File: src/rtl/id_exe_hazard_stage.sv
// ID/EXE pipeline register with RAW hazard detection, freeze/flush handling and
// saturating bubble statistics for the 5-stage MIPS core.
module id_exe_hazard_stage #(
   parameter int DATA_W = 32,
   parameter int REG_W  = 5,
   parameter int CMD_W  = 4,
   parameter int CNT_W  = 16
) (
   input  logic              clk,
   input  logic              rst,
   input  logic              forwardEn,
   input  logic              freeze,
   input  logic              flush,
   input  logic [REG_W-1:0]  idSrc1,
   input  logic [REG_W-1:0]  idSrc2,
   input  logic              idUsesSrc2,
   input  logic [REG_W-1:0]  idStSrc,
   input  logic              idStOrBne,
   input  logic [REG_W-1:0]  idDst,
   input  logic              idWbEn,
   input  logic              idMemRead,
   input  logic              idMemWrite,
   input  logic [CMD_W-1:0]  idExeCmd,
   input  logic [DATA_W-1:0] idVal1,
   input  logic [DATA_W-1:0] idVal2,
   input  logic [DATA_W-1:0] idStVal,
   input  logic [DATA_W-1:0] idPc,
   input  logic [REG_W-1:0]  memDst,
   input  logic              memWbEn,
   output logic              hazardStall,
   output logic              exeValid,
   output logic [REG_W-1:0]  exeSrc1,
   output logic [REG_W-1:0]  exeSrc2,
   output logic [REG_W-1:0]  exeStSrc,
   output logic [REG_W-1:0]  exeDst,
   output logic              exeWbEn,
   output logic              exeMemRead,
   output logic              exeMemWrite,
   output logic [CMD_W-1:0]  exeCmd,
   output logic [DATA_W-1:0] exeVal1,
   output logic [DATA_W-1:0] exeVal2,
   output logic [DATA_W-1:0] exeStVal,
   output logic [DATA_W-1:0] exePc,
   output logic [CNT_W-1:0]  stallCount,
   output logic [CNT_W-1:0]  flushCount
);

   localparam logic [CNT_W-1:0] CNT_ONE = {{(CNT_W-1){1'b0}}, 1'b1};

   function automatic logic [CNT_W-1:0] sat_inc(input logic [CNT_W-1:0] cnt);
      return (&cnt) ? cnt : cnt + CNT_ONE;
   endfunction

   // Register 0 is hardwired to zero, so a producer writing it never creates a dependency.
   function automatic logic src_hit(input logic [REG_W-1:0] dst,
                                    input logic [REG_W-1:0] src1,
                                    input logic [REG_W-1:0] src2,
                                    input logic             uses2,
                                    input logic [REG_W-1:0] st_src,
                                    input logic             uses_st);
      return (dst != '0) &&
             ((dst == src1) || (uses2 && dst == src2) || (uses_st && dst == st_src));
   endfunction

   logic raw_exe;
   logic raw_mem;
   logic bubble;

   always_comb begin
      raw_exe = exeWbEn && src_hit(exeDst, idSrc1, idSrc2, idUsesSrc2, idStSrc, idStOrBne);
      raw_mem = memWbEn && src_hit(memDst, idSrc1, idSrc2, idUsesSrc2, idStSrc, idStOrBne);
      // With forwarding only a load in EXE is too late; otherwise wait until the producer retires.
      hazardStall = forwardEn ? (raw_exe && exeMemRead) : (raw_exe || raw_mem);
      bubble = flush || hazardStall;
   end

   // ID -> EXE stage boundary
   always_ff @(posedge clk or posedge rst) begin
      if (rst) begin
         exeValid    <= 1'b0;
         exeSrc1     <= '0;
         exeSrc2     <= '0;
         exeStSrc    <= '0;
         exeDst      <= '0;
         exeWbEn     <= 1'b0;
         exeMemRead  <= 1'b0;
         exeMemWrite <= 1'b0;
         exeCmd      <= '0;
         exeVal1     <= '0;
         exeVal2     <= '0;
         exeStVal    <= '0;
         exePc       <= '0;
         stallCount  <= '0;
         flushCount  <= '0;
      end else if (!freeze) begin
         if (bubble) begin
            exeValid    <= 1'b0;
            exeSrc1     <= '0;
            exeSrc2     <= '0;
            exeStSrc    <= '0;
            exeDst      <= '0;
            exeWbEn     <= 1'b0;
            exeMemRead  <= 1'b0;
            exeMemWrite <= 1'b0;
            exeCmd      <= '0;
            exeVal1     <= '0;
            exeVal2     <= '0;
            exeStVal    <= '0;
            exePc       <= '0;
            // A flush already squashes the slot, so it is credited instead of the hazard.
            if (flush) flushCount <= sat_inc(flushCount);
            else       stallCount <= sat_inc(stallCount);
         end else begin
            exeValid    <= 1'b1;
            exeSrc1     <= idSrc1;
            exeSrc2     <= idSrc2;
            exeStSrc    <= idStSrc;
            exeDst      <= idDst;
            exeWbEn     <= idWbEn;
            exeMemRead  <= idMemRead;
            exeMemWrite <= idMemWrite;
            exeCmd      <= idExeCmd;
            exeVal1     <= idVal1;
            exeVal2     <= idVal2;
            exeStVal    <= idStVal;
            exePc       <= idPc;
         end
      end
   end

endmodule

File: config.mk
export PLATFORM = sky130hd
export DESIGN_NAME = id_exe_hazard_stage
export DESIGN_NICKNAME = d
export VERILOG_FILES = /design/src/rtl/id_exe_hazard_stage.sv
export SDC_FILE = /design/constraint.sdc
export NUM_CORES = 1
export LEC_CHECK = 0
export CAP_MARGIN = 0
export CORE_UTILIZATION = 37
export DETAILED_ROUTE_END_ITERATION = 7
export GPL_TIMING_DRIVEN = 0
export HOLD_SLACK_MARGIN = 0.05
export PLACE_DENSITY = 0.75
export SLEW_MARGIN = 25
export SYNTH_ARGS = -nofsm -noshare
export SYNTH_HDL_FRONTEND = slang
export SYNTH_SLANG_ARGS = --single-unit
File: constraint.sdc
create_clock -name clk -period 5.31 [get_ports clk]
set_input_delay 0.531 -clock clk [delete_from_list [all_inputs] [get_ports clk]]
set_output_delay 0.531 -clock clk [all_outputs]
set_load 0.01 [all_outputs]
==> results.toml <==
[outcome]
outcome = "finished clean"

[layout]
fin_area_mm2 = 0.0121
fin_util_pct = 61.6
diodes = 0
area_delta_synth_final_pct = 62.6
nets = 1085
drive_gt1_share_pct = 7.11

[floorplan]
die_h_um = 144
pin_count = 357
start_util_pct = 37.9
die_x_um = 144
core_mm2 = 0.0196
row_count = 51
die-area_mm2 = 0.0206

[placement]
dpl-instance-area_mm2 = 0.0115
hpwl_mm = 17.8
io_buffers = 356
gp_congestion = 0.796

[worst_setup_path]
slowest_stage = "clkdlybuf4s50_1"
crit_required_ps = 4780
reg2reg_depth = 7
worst-r2r-setup-slack_ps = 2810
crit_type = "in -> out"
max_stage_delay_ps = 540
critPathLaunchType = "input port"
cp.depth = 8
critical_path_arrival_ps = 3240
path_cells = "clkdlybuf4s50_1 -> xor2_1 -> nor4_1 -> nand3_1 -> a31oi_2 -> clkbuf_1 -> or2_2 -> clkdlybuf4s50_1"
cp_common_cell = "clkdlybuf4s50_1"
cp_top_family = "buffers and inverters"
crit_path_end_kind = "output pin"
worst-path-max-fanout = 10
cp_num_buf_inv = 3

[drt]
wl_met3_mm = 1.82
routed_wl_mm = 23.2
vias = 6008
met2_length_mm = 11.4
firstDrtPassIters = 4
ant_nets = 0
drt-initial-drc-count = 173
avgRoutedWirePerCell_um = 19.4
viasPerCell = 5.04
top_layer = "met4"
drc_errors = 0
met1Wirelength_mm = 9.44

[global_route]
grt_pass1_wl_mm = 34.5
antenna_found_initial = 0
track_usage_pct = 22.5
grt_overflow = 0
grt_start_max_net_pins = 32
grt_pass1_vias = 6085

[timing]
clock_skew_ps = 13.3
timing_hold_violations_final = 0
fin_tns_setup_ps = 0
rsz0062_at_grt = "false"
min_period_ps = 3780
finalCritPeriodShare_pct = 71.1
drv_slew = 0
tightest_slew_ps = 657
maxSlewHeadroom_pct = 56.0
clock.fmax_ghz = 0.265
setup_violations = 0

[clock_tree]
cts_buffer_depth = 2
cts.repair.resized = 0
cts_tree = "yes"
cts_root_buffer = "clkbuf_16"
ctsHoldBuffers = 0
insertion_delay_ps = 430
htreeDepth = 4
cts_buffers = 17
cts_setup_buffers = 0
clk_pin_slew_ps = 70
cts_sinks = 188

[synthesis]
synth_ff_type = "dfrtp_1"
synth_cell_types = 35
async_flop_share_pct = 100
synth_area_leaders = "dfrtp_1 63%, a22o_1 18%, xnor2_1 3.5%"
yosys_register_bits = 188
seq_area_frac_synth_pct = 63.3
synth_top_area_share_pct = 63.3
synth_warnings = 0
synthCells = 533
synth_top_area_cell = "dfrtp_1"
synth.avg_cell_area_um2 = 13.9
synth_edf_count = 0
syn_area_mm2 = 0.00743
mappedNetlistNets = 703

[power]
ir_drop_v = 0.000206
p_per_area_mw_per_mm2 = 303
p_leak_nw = 5.30

[job]
maxCapViolCount = 0

[min_path]
worstHoldPathType = "in -> async"
[sequential cells by signal, summed over array words and instances (netlist names)]
| register | flops |
|---|---|
| flushCount | 16 |
| exeWbEn | 1 |
| exeMemWrite | 1 |
| exeVal1 | 32 |
| exeSrc2 | 5 |
| exeSrc1 | 5 |
| exePc | 32 |
| exeDst | 5 |
| exeStVal | 32 |
| exeStSrc | 5 |
| exeVal2 | 32 |
| exeCmd | 4 |
| stallCount | 16 |
| exeValid | 1 |
| exeMemRead | 1 |
[cells in the final DEF, fill, tap and decap left out, types with 5 or more instances in the layout]
master,Yosys,routed
clkdlybuf4s50_1,0,356
dfrtp_1,188,188
a22o_1,155,155
xnor2_1,30,30
xor2_1,29,29
clkbuf_1,20,20
clkbuf_16,0,17
nand3_1,12,12
buf_6,10,10
and3_1,9,9
o211ai_1,8,8
nor2_1,8,8
o2111ai_1,7,7
nand2_1,6,6
buf_4,6,6
buf_12,0,5
[cells by family after synthesis]
family,Yosys count,synth area share [%]
XOR/XNOR,59,6.96
buffers and inverters,42,3.49
flip-flops,188,63.3
multiplexers,2,0.303
adder cells (fa/ha/maj),2,0.337
AND/OR/NAND/NOR,60,4.58
AO/OA/AOI/OAI,180,21.0
[layout make-up]
| cell class | instances | area (µm²) |
|---|---|---|
| fill | 1595 | 7510 |
| multi-input combinational | 303 | 2460 |
| clock buffer | 18 | 439 |
| buffer | 39 | 248 |
| timing repair buffer | 363 | 3720 |
| tap | 265 | 332 |
| sequential | 188 | 4700 |
| inverter | 3 | 15.0 |
| clock inverter | 14 | 155 |
[worst reg2reg max path: cells and delay by family (launching register included)]
family	cells	cell delay, ps
flip-flops	1	480
AO/OA/AOI/OAI	3	590
AND/OR/NAND/NOR	2	860
buffers and inverters	2	520
[cell usage after synthesis (2+ instances only)]
library cell / instances
a21o_1: 2
nand2_1: 6
o2111ai_1: 7
or4_1: 2
a22o_1: 155
nor4_1: 4
buf_2: 3
nand4_1: 4
dfrtp_1: 188
ha_1: 2
and2_1: 4
buf_4: 6
inv_1: 3
nand3_1: 12
nor3_1: 2
clkbuf_1: 20
and3_1: 9
a31oi_2: 2
o211ai_1: 8
mux2_2: 2
xor2_1: 29
nor2_1: 8
and4_1: 4
xnor2_1: 30
or2_2: 2
buf_6: 10
[power by group]
part	internal, W	leakage, nW	switching (W)
combinational	0.000448	2.54	0.000288
clock	0.000679	0.291	0.000598
sequential	0.00155	2.47	0.0000970
[path summary, 6_finish.rpt]
check / startpoint / endpoint
min reg2reg: exeValid / exeValid
min: rst / exePc[15]
max: memDst[3] / hazardStall
max in group asynchronous: rst / exeVal1[1]
min in group clk: exeValid / exeValid
max reg2reg: exeDst[1] / exePc[9]
[metal layers]
layer | vias to the layer above | track usage [%]
li1 | 2785 | -
met5 | - | 0
met4 | 0 | 7.61
met3 | 30 | 7.66
met1 | 2958 | 27.3
met2 | 235 | 37.5
[metrics by stage]
step / setup slack, ps / cells / hold slack [ps] / power [W]
6_report: 1530 / 1193 / 359 / 0.00366
5_1_grt: 1390 / 1193 / 354 / 0.00383
4_1_cts: 1570 / 1193 / 346 / 0.00371
3_5_place_dp: 1580 / 1161 / 473 / 0.00242
3_3_place_gp: 850 / 1154 / 462 / 0.00239
2_1_floorplan: 2360 / 533 / 519 / 0.00194
(Power assumes the default switching activity.)
